### src/rtl/mem_word_pkg.sv
// Field layout, word-type codes and FSM states shared by the memory-word
// packer/reader pair.
package mem_word_pkg;

   localparam int unsigned PAY_MSB  = 201;
   localparam int unsigned PAY_LSB  = 10;
   localparam int unsigned CNT_MSB  = 9;
   localparam int unsigned CNT_LSB  = 5;
   localparam int unsigned TYPE_MSB = 4;
   localparam int unsigned TYPE_LSB = 2;
   localparam int unsigned LAST_BIT = 1;

   localparam int unsigned WORD_PAYLOAD_BYTES = 24;
   localparam int unsigned ACC_W              = 448;

   typedef enum logic [2:0] {
      WT_HDR = 3'd0,
      WT_D1  = 3'd1,
      WT_D2  = 3'd2,
      WT_D3  = 3'd3,
      WT_D4  = 3'd4
   } word_type_e;

   typedef enum logic {
      ST_IDLE = 1'b0,
      ST_DATA = 1'b1
   } state_e;

   function automatic word_type_e next_phase(input word_type_e p);
      return (p == WT_D4) ? WT_D1 : word_type_e'(p + 3'd1);
   endfunction

endpackage

### src/rtl/word_gearbox_192to256.sv
// Byte accumulator that appends up to 24 payload bytes per push and drains
// 32-byte beats from the bottom.
module word_gearbox_192to256
   import mem_word_pkg::*;
(
   input  logic         clk,
   input  logic         resetn,
   input  logic         push_i,
   input  logic [191:0] push_data_i,
   input  logic [4:0]   push_bytes_i,
   input  logic         shift_i,
   output logic [5:0]   acc_bytes_o,
   output logic [255:0] beat_data_o,
   output logic [31:0]  beat_strb_o
);

   logic [ACC_W-1:0] acc_q, acc_d, acc_s;
   logic [5:0]       bytes_q, bytes_d, bytes_s;
   logic [191:0]     pay_m;

   // Bytes above the count are zeroed so the accumulator stays clean above acc_bytes
   always_comb begin
      pay_m = '0;
      for (int unsigned i = 0; i < WORD_PAYLOAD_BYTES; i++) begin
         if (i < 32'(push_bytes_i)) pay_m[i*8 +: 8] = push_data_i[i*8 +: 8];
      end
   end

   // The shift happens first so a same-cycle push lands after the drained beat
   always_comb begin
      acc_s   = acc_q;
      bytes_s = bytes_q;
      if (shift_i) begin
         acc_s   = acc_q >> 256;
         bytes_s = (bytes_q >= 6'd32) ? bytes_q - 6'd32 : '0;
      end
      acc_d   = acc_s;
      bytes_d = bytes_s;
      if (push_i) begin
         acc_d   = acc_s | (ACC_W'(pay_m) << {bytes_s, 3'b000});
         bytes_d = bytes_s + {1'b0, push_bytes_i};
      end
   end

   always_comb begin
      beat_strb_o = '1;
      if (bytes_q < 6'd32) begin
         for (int unsigned i = 0; i < 32; i++) beat_strb_o[i] = (i < 32'(bytes_q));
      end
   end

   always_ff @(posedge clk) begin
      if (!resetn) begin
         acc_q   <= '0;
         bytes_q <= '0;
      end else begin
         acc_q   <= acc_d;
         bytes_q <= bytes_d;
      end
   end

   assign acc_bytes_o = bytes_q;
   assign beat_data_o = acc_q[255:0];

endmodule

### src/rtl/mem2axi_reader.sv
// Rebuilds an AXI4-Stream packet from packed 202-bit memory words popped
// from a first-word-fall-through queue.
module mem2axi_reader
   import mem_word_pkg::*;
#(
   parameter int unsigned DATA_WIDTH    = 256,
   parameter int unsigned USER_WIDTH    = 128,
   parameter int unsigned WORD_WIDTH    = 202,
   parameter int unsigned PAYLOAD_BYTES = 24
) (
   input  logic                    clk,
   input  logic                    resetn,
   input  logic [WORD_WIDTH-1:0]   din,
   input  logic                    din_valid,
   output logic                    din_rd,
   output logic [DATA_WIDTH-1:0]   m_axis_tdata,
   output logic [DATA_WIDTH/8-1:0] m_axis_tstrb,
   output logic [USER_WIDTH-1:0]   m_axis_tuser,
   output logic                    m_axis_tlast,
   output logic                    m_axis_tvalid,
   input  logic                    m_axis_tready,
   output logic                    fmt_err
);

   localparam logic [4:0] CNT_MAX = 5'(PAYLOAD_BYTES);

   state_e                  state_q, state_d;
   word_type_e              phase_q, phase_d;
   logic                    last_seen_q, last_seen_d;
   logic [USER_WIDTH-1:0]   hdr_user_q, hdr_user_d;
   logic [DATA_WIDTH-1:0]   tdata_q, tdata_d;
   logic [DATA_WIDTH/8-1:0] tstrb_q, tstrb_d;
   logic [USER_WIDTH-1:0]   tuser_q, tuser_d;
   logic                    tlast_q, tlast_d;
   logic                    tvalid_q, tvalid_d;
   logic                    fmt_err_q, fmt_err_d;

   logic [4:0]   w_cnt;
   logic [2:0]   w_type;
   logic         w_last, w_is_hdr;
   logic         pop, load, load_last, pkt_end;
   logic         gb_push;
   logic [4:0]   gb_bytes;
   logic [5:0]   gb_acc_bytes;
   logic [255:0] gb_data;
   logic [31:0]  gb_strb;
   logic         unused_rsvd;

   assign w_cnt       = din[CNT_MSB:CNT_LSB];
   assign w_type      = din[TYPE_MSB:TYPE_LSB];
   assign w_last      = din[LAST_BIT];
   assign w_is_hdr    = (w_type == WT_HDR);
   assign unused_rsvd = din[0];

   word_gearbox_192to256 u_gearbox (
      .clk          (clk),
      .resetn       (resetn),
      .push_i       (gb_push),
      .push_data_i  (din[PAY_MSB:PAY_LSB]),
      .push_bytes_i (gb_bytes),
      .shift_i      (load),
      .acc_bytes_o  (gb_acc_bytes),
      .beat_data_o  (gb_data),
      .beat_strb_o  (gb_strb)
   );

   always_comb begin
      state_d     = state_q;
      phase_d     = phase_q;
      last_seen_d = last_seen_q;
      hdr_user_d  = hdr_user_q;
      tdata_d     = tdata_q;
      tstrb_d     = tstrb_q;
      tuser_d     = tuser_q;
      tlast_d     = tlast_q;
      tvalid_d    = tvalid_q && !m_axis_tready;
      fmt_err_d   = 1'b0;
      pop         = 1'b0;
      gb_push     = 1'b0;
      gb_bytes    = CNT_MAX;

      load      = (!tvalid_q || m_axis_tready) &&
                  ((gb_acc_bytes >= 6'd32) || (last_seen_q && gb_acc_bytes != '0));
      load_last = load && last_seen_q && (gb_acc_bytes <= 6'd32);
      // An aborted packet with nothing buffered closes without a beat
      pkt_end   = (state_q == ST_DATA) &&
                  (load_last || (last_seen_q && gb_acc_bytes == '0));

      if (load) begin
         tvalid_d = 1'b1;
         tdata_d  = gb_data;
         tstrb_d  = gb_strb;
         tuser_d  = hdr_user_q;
         tlast_d  = load_last;
      end

      // Packet end behaves like IDLE so the next header pops in the same cycle
      if (state_q == ST_IDLE || pkt_end) begin
         if (pkt_end) begin
            state_d     = ST_IDLE;
            last_seen_d = 1'b0;
            phase_d     = WT_D1;
         end
         if (din_valid) begin
            pop = 1'b1;
            if (w_is_hdr && !w_last) begin
               hdr_user_d  = din[PAY_LSB +: USER_WIDTH];
               state_d     = ST_DATA;
               last_seen_d = 1'b0;
               phase_d     = WT_D1;
            end else begin
               fmt_err_d = 1'b1;
            end
         end
      end else if (din_valid && !last_seen_q) begin
         if (w_is_hdr) begin
            fmt_err_d   = 1'b1;
            last_seen_d = 1'b1;
         end else if (gb_acc_bytes < 6'd32) begin
            pop     = 1'b1;
            gb_push = 1'b1;
            if (w_type != phase_q) fmt_err_d = 1'b1;
            if (w_cnt == '0 || w_cnt > CNT_MAX) fmt_err_d = 1'b1;
            if (!w_last && w_cnt != CNT_MAX) fmt_err_d = 1'b1;
            gb_bytes    = !w_last ? CNT_MAX : ((w_cnt > CNT_MAX) ? CNT_MAX : w_cnt);
            phase_d     = next_phase(phase_q);
            last_seen_d = w_last;
         end
      end
   end

   always_ff @(posedge clk) begin
      if (!resetn) begin
         state_q     <= ST_IDLE;
         phase_q     <= WT_D1;
         last_seen_q <= 1'b0;
         hdr_user_q  <= '0;
         tdata_q     <= '0;
         tstrb_q     <= '0;
         tuser_q     <= '0;
         tlast_q     <= 1'b0;
         tvalid_q    <= 1'b0;
         fmt_err_q   <= 1'b0;
      end else begin
         state_q     <= state_d;
         phase_q     <= phase_d;
         last_seen_q <= last_seen_d;
         hdr_user_q  <= hdr_user_d;
         tdata_q     <= tdata_d;
         tstrb_q     <= tstrb_d;
         tuser_q     <= tuser_d;
         tlast_q     <= tlast_d;
         tvalid_q    <= tvalid_d;
         fmt_err_q   <= fmt_err_d;
      end
   end

   assign din_rd        = pop && resetn;
   assign m_axis_tdata  = tdata_q;
   assign m_axis_tstrb  = tstrb_q;
   assign m_axis_tuser  = tuser_q;
   assign m_axis_tlast  = tlast_q;
   assign m_axis_tvalid = tvalid_q;
   assign fmt_err       = fmt_err_q;

endmodule

### config.mk
export PLATFORM = sky130hd
export DESIGN_NAME = mem2axi_reader
export DESIGN_NICKNAME = d
export VERILOG_FILES = /design/src/rtl/mem_word_pkg.sv /design/src/rtl/word_gearbox_192to256.sv /design/src/rtl/mem2axi_reader.sv
export SDC_FILE = /design/constraint.sdc
export NUM_CORES = 2
export LEC_CHECK = 0
export ABC_AREA = 1
export CAP_MARGIN = 10
export CELL_PAD_IN_SITES_DETAIL_PLACEMENT = 0
export CELL_PAD_IN_SITES_GLOBAL_PLACEMENT = 2
export CORE_AREA = 10 10 338 503
export DETAILED_ROUTE_END_ITERATION = 16
export DIE_AREA = 0 0 348 513
export PLACE_DENSITY = 0.89
export SYNTH_ARGS = -nofsm -noshare
export SYNTH_HDL_FRONTEND = slang
export SYNTH_SLANG_ARGS = --single-unit
### constraint.sdc
create_clock -name clk -period 4.89 [get_ports clk]
set_input_delay 1.467 -clock clk [delete_from_list [all_inputs] [get_ports clk]]
set_output_delay 1.467 -clock clk [all_outputs]
set_load 0.02 [all_outputs]
==> results.cfg <==
[final_layout]
fin_nets = 8798
final_common_cell = nand2_1
drive_above_1_share_pct = 15.6
area_growth_pct = 40.4
final_cell_mix = 1534 x nand2_1, 1418 x nand3_1, 1103 x nor2_1
post-route-util_pct = 43.4
fin_cells = 10770

[flow_run]
maxCapViolations = 0

[logic_synthesis]
synthFlopType = dfxtp_1
synth_edf_count = 0
async_flop_share_pct = 0
yosys_warnings = 0
synthesis.area_um2 = 49500
netlist_instances = 7393
synth-seq-area-share_pct = 40.7
syn-num-nets = 7607
syn-mean-instance-area_um2 = 6.70
synth_cell_types = 47
synth_seq_cells = 1006

[clocking]
cts-root-buf = clkbuf_16
cts_tree = done
clk_path_buf_depth = 3
cts_buffers = 103
ctsHoldBuffers = 0
postCtsSetupBuffers = 0
clkSinkCount = 1006
ctsResizeCount = 0
cts.clk_slew.worst_paths_ps = 70
clkLatencyLatePin_ps = 780
cts_htree_levels = 3

[critical_path]
ff2ff_setup_slack_ps = 800
worstSetupEndpointType = register
reg2reg_depth = 20
crit_start = din_valid
timing.rr.end = u_gearbox.acc_q[293]
r2r-start = u_gearbox.acc_bytes_o[5]
critPathLaunchType = input pin
cp.arrival_ps = 5380
criticalPathCategory = input pin to register
cp_max_fo = 7
required_ps = 5590

[drt]
ant_nets = 0
routed_wl_um = 330000
drc = 0
wl_per_cell_um = 30.7
via_count = 58776
vias_per_cell = 5.46
dr.pass1.iters = 6
initialDrtViolationCount = 5614

[floorplan]
die_w_um = 348
die-area_um2 = 179000
num_io_pins = 626
core-area_um2 = 160000
std_cell_rows = 180
die_y_um = 513
start_util_pct = 30.9

[power_and_ir_drop]
p_total_mw = 19.5
ir_worst_vdd_uv = 280
power_density_nw_per_um2 = 281
p_leak_nw = 28.8

[sta]
maxSlewHeadroom_pct = 20.4
rsz0062_at_grt = no
drv_slew = 0
setup_slack_ps = 204
setup_viol = 0
tightest_slew_ps = 1190
fin_crit_sh_pct = 95.8
hold_viol = 0
fin_crit_ps = 4690
fmax_mhz = 213
holdWs_ps = 440
skew_ps = 24.8

[global_route]
gr-total-overflow = 0
grt_pass1_vias = 55578
grt_max_degree = 244
antenna_found_initial = 21
grt_pass1_wl_um = 448000
grt_usage_pct = 35.5

[placed_design]
pre_cts_slack_ps = -317
io_buffer_count = 624
dp_cells = 10572
gp_congestion = 1.10
hpwlAfterDp_um = 265000

[min_path]
hp-start = u_gearbox.acc_q[442]
whs_endpoint = u_gearbox.acc_q[442]
hp-class = register to register
holdPathStages = 2

[run_status]
run_status = completed
-- final cells by class --
type                    count  area [µm²]
fillers                 16985       90800
multi-input cells        5574       26100
flip-flops and latches   1006       20100
repair buffers           1710       16400
clock buffers             135        2870
well taps                2093        2620
inverters                 189         771
clock inverters            50         602
diodes                     13        32.5
-- synthesized netlist by cell type, drive strengths merged (2+ instances only) --
master  number  area [µm²]
nand2     1555        5900
nand3     1433        7270
nor2      1129        4360
dfxtp     1006       20100
o21ai      598        3010
clkbuf     381        1430
a21oi      299        1520
buf        243        1190
inv        184         698
nand4      172        1110
a31oi      157         982
o211ai     107         817
mux2i       57         571
nor3        28         168
o21a         8        60.1
or2          8        50.1
ha           7        87.6
xor2         6        52.6
clkinv       4        15.0
a311oi       3        26.3
o22ai        2        12.5
-- state kept, by name, summed over array words and instances (netlist names) --
signal / flops
fmt_err: 1
m_axis_tlast: 1
m_axis_tvalid: 1
u_gearbox.acc_q: 448
m_axis_tuser: 128
hdr_user_q: 128
phase_q: 3
m_axis_tdata: 256
m_axis_tstrb: 32
state_q: 1
last_seen_q: 1
u_gearbox.acc_bytes_o: 6
-- metrics by stage --
| stage | instance area, µm² | TNS (ps) |
|---|---|---|
| 6_report | 69500 | 0 |
| 4_1_cts | 69500 | 0 |
| 3_3_place_gp | 66000 | -4710 |
| 5_1_grt | 69500 | 0 |
| 3_5_place_dp | 66000 | -7290 |
| 2_1_floorplan | 49500 | 0 |
-- kinds of logic (layout without fill, tap and decap cells) --
logic type,count (synthesis),count (layout),synth area share (%)
and+or+nand+nor,4326,4326,38.1
AOI/OAI and AO/OA,1176,1176,13.0
DFF,1006,1006,40.7
buffers and inverters,813,2084,6.77
muxes,57,57,1.15
adders and majority gates,8,8,0.217
xor gates and xnor gates,7,7,0.124
other,0,13,0
-- metal layers --
metal	wire [µm]	global-route usage, %
met1	127000	40.8
met2	146000	55.7
met3	21800	6.98
met4	35600	31.9
met5	120	0
-- power by group --
part,total [mW],switching [mW],internal [mW]
registers,8.30,0.0429,8.26
logic,3.01,1.93,1.07
clock network,8.23,3.64,4.59
total,19.5,5.62,13.9
-- how the worst max path moves through the flow --
stage / slack, ps / endpoint / depth (start not counted)
final: 200 / u_gearbox.acc_q[293] / 20
after global routing: 80 / u_gearbox.acc_q[293] / 20
after CTS: 330 / din_rd / 9
after detailed placement: -320 / u_gearbox.acc_q[250] / 20
after global placement: -270 / u_gearbox.acc_q[282] / 20
after floorplan: 850 / din_rd / 4
-- critical path: stages --
cell and delay, ps:
clkdlybuf4s50_1 480, inv_1 70, nor2_2 190, inv_1 150
nor3_2 190, buf_4 160, nand4_1 240, nand2_1 360
nand3_1 190, buf_12 180, nand2_1 100, nand2_1 70
nand2_1 100, nand4_1 510, nor2_1 260, buf_4 150
nor2_1 40, nand2_1 230, nand2_1 90, a21oi_1 130
Power figures use the tool's default switching activity.
